`src/rtl/mem_port_arbiter.sv`:
```
// Shares one memory port between instruction fetch and the MEM stage: data first,
// fetch otherwise, with pipeline stall generation and a sticky bus-timeout trap.
module mem_port_arbiter #(
  parameter int unsigned TIMEOUT = 15
) (
  input  logic        clk,
  input  logic        reset,
  input  logic        if_req,
  input  logic [31:0] if_addr,
  output logic [31:0] if_rdata,
  output logic        if_valid,
  input  logic [1:0]  m_ctrl,
  input  logic [31:0] m_addr,
  input  logic [31:0] m_wdata,
  output logic [31:0] m_rdata,
  output logic        m_done,
  output logic        stall_mem,
  output logic        stall_if,
  output logic        bus_req,
  output logic        bus_we,
  output logic [31:0] bus_addr,
  output logic [31:0] bus_wdata,
  input  logic        bus_ack,
  input  logic [31:0] bus_rdata,
  output logic        bus_err
);

  // Bus handshake: bus_req rises together with bus_addr/bus_we/bus_wdata and all
  // of them hold until a cycle with bus_ack; that edge completes the access and
  // drops bus_req. bus_ack seen while bus_req is low is ignored.

  typedef enum logic [1:0] {IDLE, D_ACC, I_ACC, ERR} state_t;

  localparam logic [7:0] TMO_LAST = 8'(TIMEOUT - 1);
  localparam logic [7:0] TMO_FULL = 8'(TIMEOUT);

  state_t     state;
  state_t     state_next;
  logic [7:0] tmo_cnt;
  logic       start_data;
  logic       start_fetch;
  logic       acc_done;
  logic       tmo_hit;

  // Word addressing drops the byte offset bits of both request addresses.
  logic unused_addr_bits;
  assign unused_addr_bits = ^{m_addr[1:0], if_addr[1:0]};

  always_ff @(posedge clk) begin
    if (!reset) begin
      state <= IDLE;
    end else begin
      state <= state_next;
    end
  end

  always_comb begin
    state_next  = state;
    start_data  = 1'b0;
    start_fetch = 1'b0;
    acc_done    = 1'b0;
    tmo_hit     = 1'b0;
    case (state)
      IDLE: begin
        if ((m_ctrl != 2'b00) && !m_done) begin
          start_data = 1'b1;
          state_next = D_ACC;
        end else if (if_req && !if_valid) begin
          start_fetch = 1'b1;
          state_next  = I_ACC;
        end
      end
      D_ACC, I_ACC: begin
        // An ack on the last counted cycle still completes normally.
        if (bus_ack) begin
          acc_done   = 1'b1;
          state_next = IDLE;
        end else if (tmo_cnt == TMO_LAST) begin
          tmo_hit    = 1'b1;
          state_next = ERR;
        end
      end
      ERR: state_next = ERR;
      default: state_next = IDLE;
    endcase
  end

  always_comb begin
    stall_mem = 1'b0;
    stall_if  = 1'b0;
    if (reset) begin
      if (state == ERR) begin
        stall_mem = 1'b1;
        stall_if  = 1'b1;
      end else begin
        stall_mem = (m_ctrl != 2'b00) && !m_done;
        stall_if  = stall_mem || (if_req && !if_valid);
      end
    end
  end

  always_ff @(posedge clk) begin
    if (!reset) begin
      bus_req   <= 1'b0;
      bus_we    <= 1'b0;
      bus_addr  <= '0;
      bus_wdata <= '0;
      if_rdata  <= '0;
      if_valid  <= 1'b0;
      m_rdata   <= '0;
      m_done    <= 1'b0;
      bus_err   <= 1'b0;
      tmo_cnt   <= '0;
    end else begin
      m_done <= 1'b0;
      // IF/ID captures the instruction on the first edge the pipeline is not frozen.
      if (!stall_mem) begin
        if_valid <= 1'b0;
      end
      if (start_data) begin
        bus_req   <= 1'b1;
        bus_we    <= m_ctrl[1];
        bus_addr  <= {m_addr[31:2], 2'b00};
        bus_wdata <= m_wdata;
        tmo_cnt   <= '0;
      end else if (start_fetch) begin
        bus_req  <= 1'b1;
        bus_we   <= 1'b0;
        bus_addr <= {if_addr[31:2], 2'b00};
        tmo_cnt  <= '0;
      end
      if (acc_done) begin
        bus_req <= 1'b0;
        tmo_cnt <= '0;
        if (state == D_ACC) begin
          m_done <= 1'b1;
          if (!bus_we) begin
            m_rdata <= bus_rdata;
          end
        end else begin
          if_rdata <= bus_rdata;
          if_valid <= 1'b1;
        end
      end else if (tmo_hit) begin
        bus_req <= 1'b0;
        bus_err <= 1'b1;
        tmo_cnt <= TMO_FULL;
      end else if ((state == D_ACC) || (state == I_ACC)) begin
        tmo_cnt <= tmo_cnt + 8'd1;
      end
    end
  end

endmodule

```
`config.mk`:
```
export PLATFORM = sky130hd
export DESIGN_NAME = mem_port_arbiter
export DESIGN_NICKNAME = d
export VERILOG_FILES = /design/src/rtl/mem_port_arbiter.sv
export SDC_FILE = /design/constraint.sdc
export NUM_CORES = 1
export LEC_CHECK = 0
export BUFFER_PORTS_ARGS = -buffer_cell sky130_fd_sc_hd__buf_2
export CELL_PAD_IN_SITES_DETAIL_PLACEMENT = 1
export CELL_PAD_IN_SITES_GLOBAL_PLACEMENT = 2
export CORE_ASPECT_RATIO = 2
export CORE_MARGIN = 4
export CORE_UTILIZATION = 27
export CTS_CLUSTER_SIZE = 12
export DETAILED_ROUTE_END_ITERATION = 7
export PLACE_DENSITY = 0.95
export SLEW_MARGIN = 30
export SYNTH_ARGS = -nofsm -noshare
export SYNTH_HDL_FRONTEND = slang
export SYNTH_SLANG_ARGS = --single-unit
export TNS_END_PERCENT = 30
```
`constraint.sdc`:
```
create_clock -name clk -period 2.76 [get_ports clk]
set_clock_uncertainty 0.1 [all_clocks]
set_input_delay 0.552 -clock clk [delete_from_list [all_inputs] [get_ports clk]]
set_output_delay 0.552 -clock clk [all_outputs]
set_load 0.01 [all_outputs]
```
# Word-level counts from Yosys, hierarchy flattened

Index checks and enable logic that the tools add are counted.

Word-level logic and storage cells: 75
Register bits after elaboration: 141
Input port bits: 134
Output and inout port bits: 135

Bitwise logic cells: 4
Eq/ne operators: 6
Reduce and logical (&&, ||, !) cells: 19
Mux-type cells: 33
Add/subtract/negate cells: 1

Operators with widths:

| kind                                                            | number |
|---|---|
| 32-bit 2-to-1 mux                                               | 2 |
| 8-bit 2-to-1 mux                                                | 3 |
| 1-bit 2-to-1 mux                                                | 22 |
| 8-bit by 1-bit adder with 8-bit output, second input constant   | 1 |
| 8-bit by 4-bit == test with 1-bit output, second input constant | 1 |
| 2-bit 2-to-1 mux                                                | 4 |
| 2-bit AND reduction                                             | 4 |
| 3-bit != test, second input constant                            | 2 |
| 2-bit one-hot mux with 3 select lines                           | 1 |
| 2-bit == test, second input constant                            | 2 |
| 4-bit 2-to-1 mux                                                | 1 |
| 1-bit inverter                                                  | 4 |
| 2-bit nonzero test                                              | 2 |
| 4-bit nonzero test                                              | 1 |
| 2-bit OR reduction                                              | 2 |
| 3-bit AND reduction                                             | 1 |
| 3-bit nonzero test                                              | 1 |
| 3-bit OR reduction                                              | 1 |
| 2-bit by 1-bit == test with 1-bit output, second input constant | 1 |
| 1-bit logical AND                                               | 2 |
| 1-bit zero test                                                 | 2 |
| 2-bit zero test                                                 | 1 |
| 1-bit logical OR                                                | 2 |

# Logic depth before layout (Yosys ltp)

Word-level depth: 9
Mapped depth: 8
Gate-level depth less buffers: 6

# Worst setup path before layout

OpenSTA, ideal clock, no wires.

Path type: reg2reg
From: register state[0]
To: register m_rdata[10]
Cell stages (with the launch flop): 9
Buffers on the path: 2
Required time: 2.528 ns
Clock period less this slack: 1.788 ns
Path slack: 0.972 ns
Library setup time: 0.132 ns
Arrival: 1.556 ns
Cell sequence: dfxtp_1 -> inv_1 -> ha_1 -> nand3_2 -> or2_1 -> clkbuf_1 -> buf_2 -> nand2_1 -> a21oi_1

Longest elaborated chain between the ends: 4
Elaborated cells between the ends (all ways): 5
Classes of those cells: eq/ne (2); mux (1); reduce/logical (2)

Ends and longest elaborated chain:

| what                                                                      | line    | source |
|---|---|---|
| start, declared                                                           | 37      | `state_t state;` |
| start signal, assigned                                                    | 53      | `state <= state_next;` |
| 2-bit by 1-bit == test with 1-bit output or 2-bit == test (tied branches) | 63, 135 |  |
| 2-bit OR reduction                                                        | 63      | `case (state)` |
| 1-bit 2-to-1 mux                                                          | 63      |  |
| 3-bit AND reduction (no line) (*)                                         | n/a     |  |
| end signal, assigned                                                      | 138     | `m_rdata <= bus_rdata;` |
| end, declared                                                             | 15      | `output logic [31:0] m_rdata,` |

Mark *: on every way between the ends. The rest lies on a longest branch, timed or not.
A chain may end at the register's enable or synchronous reset.

# Worst setup path after layout

From: register m_done
To: output stall_if

Longest elaborated chain between the ends: 5

Ends and longest elaborated chain:

| what                   | line | source |
|---|---|---|
| start, declared        | 16   | `output logic m_done,` |
| start signal, assigned | 111  | `m_done <= 1'b0;` |
| start signal, assigned | 115  | `m_done <= 1'b0;` |
| start signal, assigned | 136  | `m_done <= 1'b1;` |
| 1-bit zero test        | 96   | `stall_mem = (m_ctrl != 2'b00) && !m_done;` |
| 1-bit logical AND      | 96   |  |
| 1-bit logical OR       | 97   | `stall_if = stall_mem \|\| (if_req && !if_valid);` |
| 1-bit 2-to-1 mux       | 92   | `if (state == ERR) begin` |
| 1-bit 2-to-1 mux       | 91   | `if (reset) begin` |
| end, declared          | 18   | `output logic stall_if,` |

Every way passes these cells.

==> reports/results.tsv <==
stage	metric	value	unit
timing	Worst Setup Slack, final	520.5	ps
place	DP Cell Count	1156	
setup_path	CP bufs+invs	2	
power_and_ir_drop	peak supply drop	0.0003814	V
min_path	Hold Path Sink	bus_wdata[23]	
floorplan	initial core utilization	0.2759	
clock_tree	CTS Buf Count	17	
global_route	total grt overflow	0	
global_route	number of global-route vias before repair	5620	
yosys	Synth Instances	664	
yosys	commonest cells in the synthesized netlist	nand2_1, dfxtp_1, a21oi_1, o221ai_2, buf_2	
drt	Detail Route Antenna Nets	0	
clock_tree	H-tree depth	4	
layout	Final nets	1049	
drt	WL final	19680	um
yosys	FF+latch count, synth	141	
global_route	largest net degree at the start of global routing	56	
yosys	largest cells by area after synthesis	dfxtp_1, nand2_1, a21oi_1	
place	port bufs	262	
min_path	min-delay src	m_wdata[23]	
clock_tree	CTS tree	yes	
setup_path	crit-path max cell delay	330	ps
global_route	Total GRT Usage	0.1677	
yosys	Post-synth EDFFs	0	
status	status	finished, final reports clean	
min_path	worst hold stages	3	
setup_path	CP Class	reg -> out	
timing	final period utilization	0.8114	
yosys	top-area cell type share of the netlist area	0.5000	
clock_tree	Clk Latency, worst-skew pair	420	ps
setup_path	worst-path fanout max	7	
clock_tree	clk slew on worst S/H paths	60	ps
timing	minimum clock period	2239	ps
yosys	Netlist cell types	52	
floorplan	height of the die	212.5	um
timing	setup TNS	0	ps
timing	max_slew headroom	0.6100	
clock_tree	CTS Hold Buffers Added	0	
setup_path	WP data arrival	1590	ps
flow_run	max cap viols	0	
yosys	Avg Cell Area, Syn	8.502	um2
layout	proportion of layout cells with a drive suffix above 1	0.3774	
yosys	top-count cell post-synth	nand2_1	
setup_path	Startpoint Class	register	
drt	drt drc	0	
timing	count of endpoints failing setup in the final report	0	
setup_path	Critical Path Start	m_done	
timing	Slew @ Worst Pin	585.0	ps
timing	Hold WS	260.5	ps
place	pre-CTS WS	593.7	ps
power_and_ir_drop	Power Density	1013	mW/mm2
drt	DR pass1 iterations	4	
yosys	Primary FF master, synth	dfxtp_1	
clock_tree	setup bufs post-CTS	0	
setup_path	flop2flop setup slack	750	ps
setup_path	R2R depth	5	
min_path	Hold Path Class	in -> reg	
timing	Hold Vio Cnt, Final	0	
global_route	global-route wire length before repair	29950	um
place	detailed placement HPWL	14720	um
setup_path	worst r2r src	state[0]	
yosys	Yosys warnings	0	
place	GP Congestion	0.7850	
clock_tree	CTS Buffer Depth	2	
floorplan	die area	0.02343	mm2
setup_path	Data required, critical path	2110	ps
drt	detailed-route via count	5601	
drt	initial DRC count	208	
drt	WL per Instance	16.55	um
layout	Non-Filler Instances	1189	
clock_tree	TritonCTS Sinks	141	
timing	Max Freq	446.5	MHz
yosys	Seq/Total Area, Yosys	0.5000	
global_route	initial antenna violation count	2	
setup_path	CP max stage cell	o21ba_1	
floorplan	FP Rows	74	
clock_tree	Root Driver	clkbuf_16	
floorplan	Core Footprint	0.02046	mm2
setup_path	CP endpoint kind	primary output	
yosys	Synth Cell Area	0.005645	mm2
yosys	area leader, netlist	dfxtp_1	
timing	Max Slew Vio Count	0	
layout	P&R area growth vs syn	37.34	%
setup_path	reg-to-reg endpoint	bus_addr[31]	
clock_tree	Post-CTS Resized	0	
floorplan	Ports	269	
floorplan	Die X	110.2	um
power_and_ir_drop	Power Total	7853	uW
timing	unrepaired setup endpoints after global routing	no	
drt	Avg Vias per Cell	4.711	
setup_path	Crit path max-delay family	buffers and inverters	
setup_path	crit-path cells	o21ba_1 -> buf_4 -> nor3_1 -> nor2_1 -> buf_2	
yosys	Async S/R FF share, synth	0	
power_and_ir_drop	Static Leakage	0.003386	uW
[worst max path at each step]
stage	cells after the start	end	slack (ps)
final	5	stall_if	520
after global routing	5	stall_mem	390
after CTS	5	stall_if	460
after detailed placement	6	stall_if	590
after global placement	6	stall_if	610
after floorplan	8	m_rdata[10]	970
[sequential cells by signal, indices dropped and copies added (netlist names)]
| name | flops |
|---|---|
| tmo_cnt | 8 |
| bus_req | 1 |
| if_rdata | 32 |
| bus_we | 1 |
| m_rdata | 32 |
| m_done | 1 |
| bus_addr | 30 |
| bus_wdata | 32 |
| state | 2 |
| bus_err | 1 |
| if_valid | 1 |
[area by class of cell]
cell class                      count  area, um2
Fill cell                        2594      12710
Sequential cell                   141       2823
Multi-Input combinational cell    467       2526
Timing Repair Buffer              277       1436
Clock buffer                       23      478.0
Tap cell                          266      332.8
Clock inverter                      9      133.9
Inverter                            5      21.27
Antenna cell                        1      2.502
[metrics by stage]
step	instance area (um2)	utilization
3_5_place_dp	7139	0.3489
5_1_grt	7754	0.3789
4_1_cts	7751	0.3788
2_1_floorplan	5649	-
3_3_place_gp	7139	0.3489
6_report	7754	0.3789
[cells by family after synthesis]
family	Yosys count	share of synthesized area
other	1	0.0006643
AOI/OAI and AO/OA	185	0.2272
buffers and inverters	57	0.05540
adders and majority gates	6	0.01330
and+or+nand+nor	271	0.1979
muxes	3	0.005541
DFF	141	0.5000
[report_power, final]
| group | total, uW | switching (uW) | internal [uW] |
|---|---|---|---|
| Combinational | 2830 | 1800 | 1030 |
| Sequential | 2630 | 197 | 2430 |
| Clock | 2390 | 894 | 1500 |
[worst register-to-register path: stages (launching register included)]
cell      delay, ps
dfxtp_1         350
inv_1           100
ha_1            410
o21a_4          540
o221ai_1        260
a21oi_1         180
[cells in the final DEF (no fill, tap or decap), types with 4 or more instances in the layout]
master       n
o221ai_2    27
a31oi_1      4
buf_2      262
buf_4       14
a21oi_1    132
nor2_1      10
inv_1        4
dfxtp_1    141
ha_1         6
nand2_1    231
nand3_1      5
clkbuf_16   17
[per-layer routing]
layer / wire length (um) / global-route usage
met1: 6867 / 0.1706
met2: 10830 / 0.3045
met3: 1305 / 0.05196
met4: 674 / 0.07781
met5: 7 / 0
(Power assumes the default switching activity.)
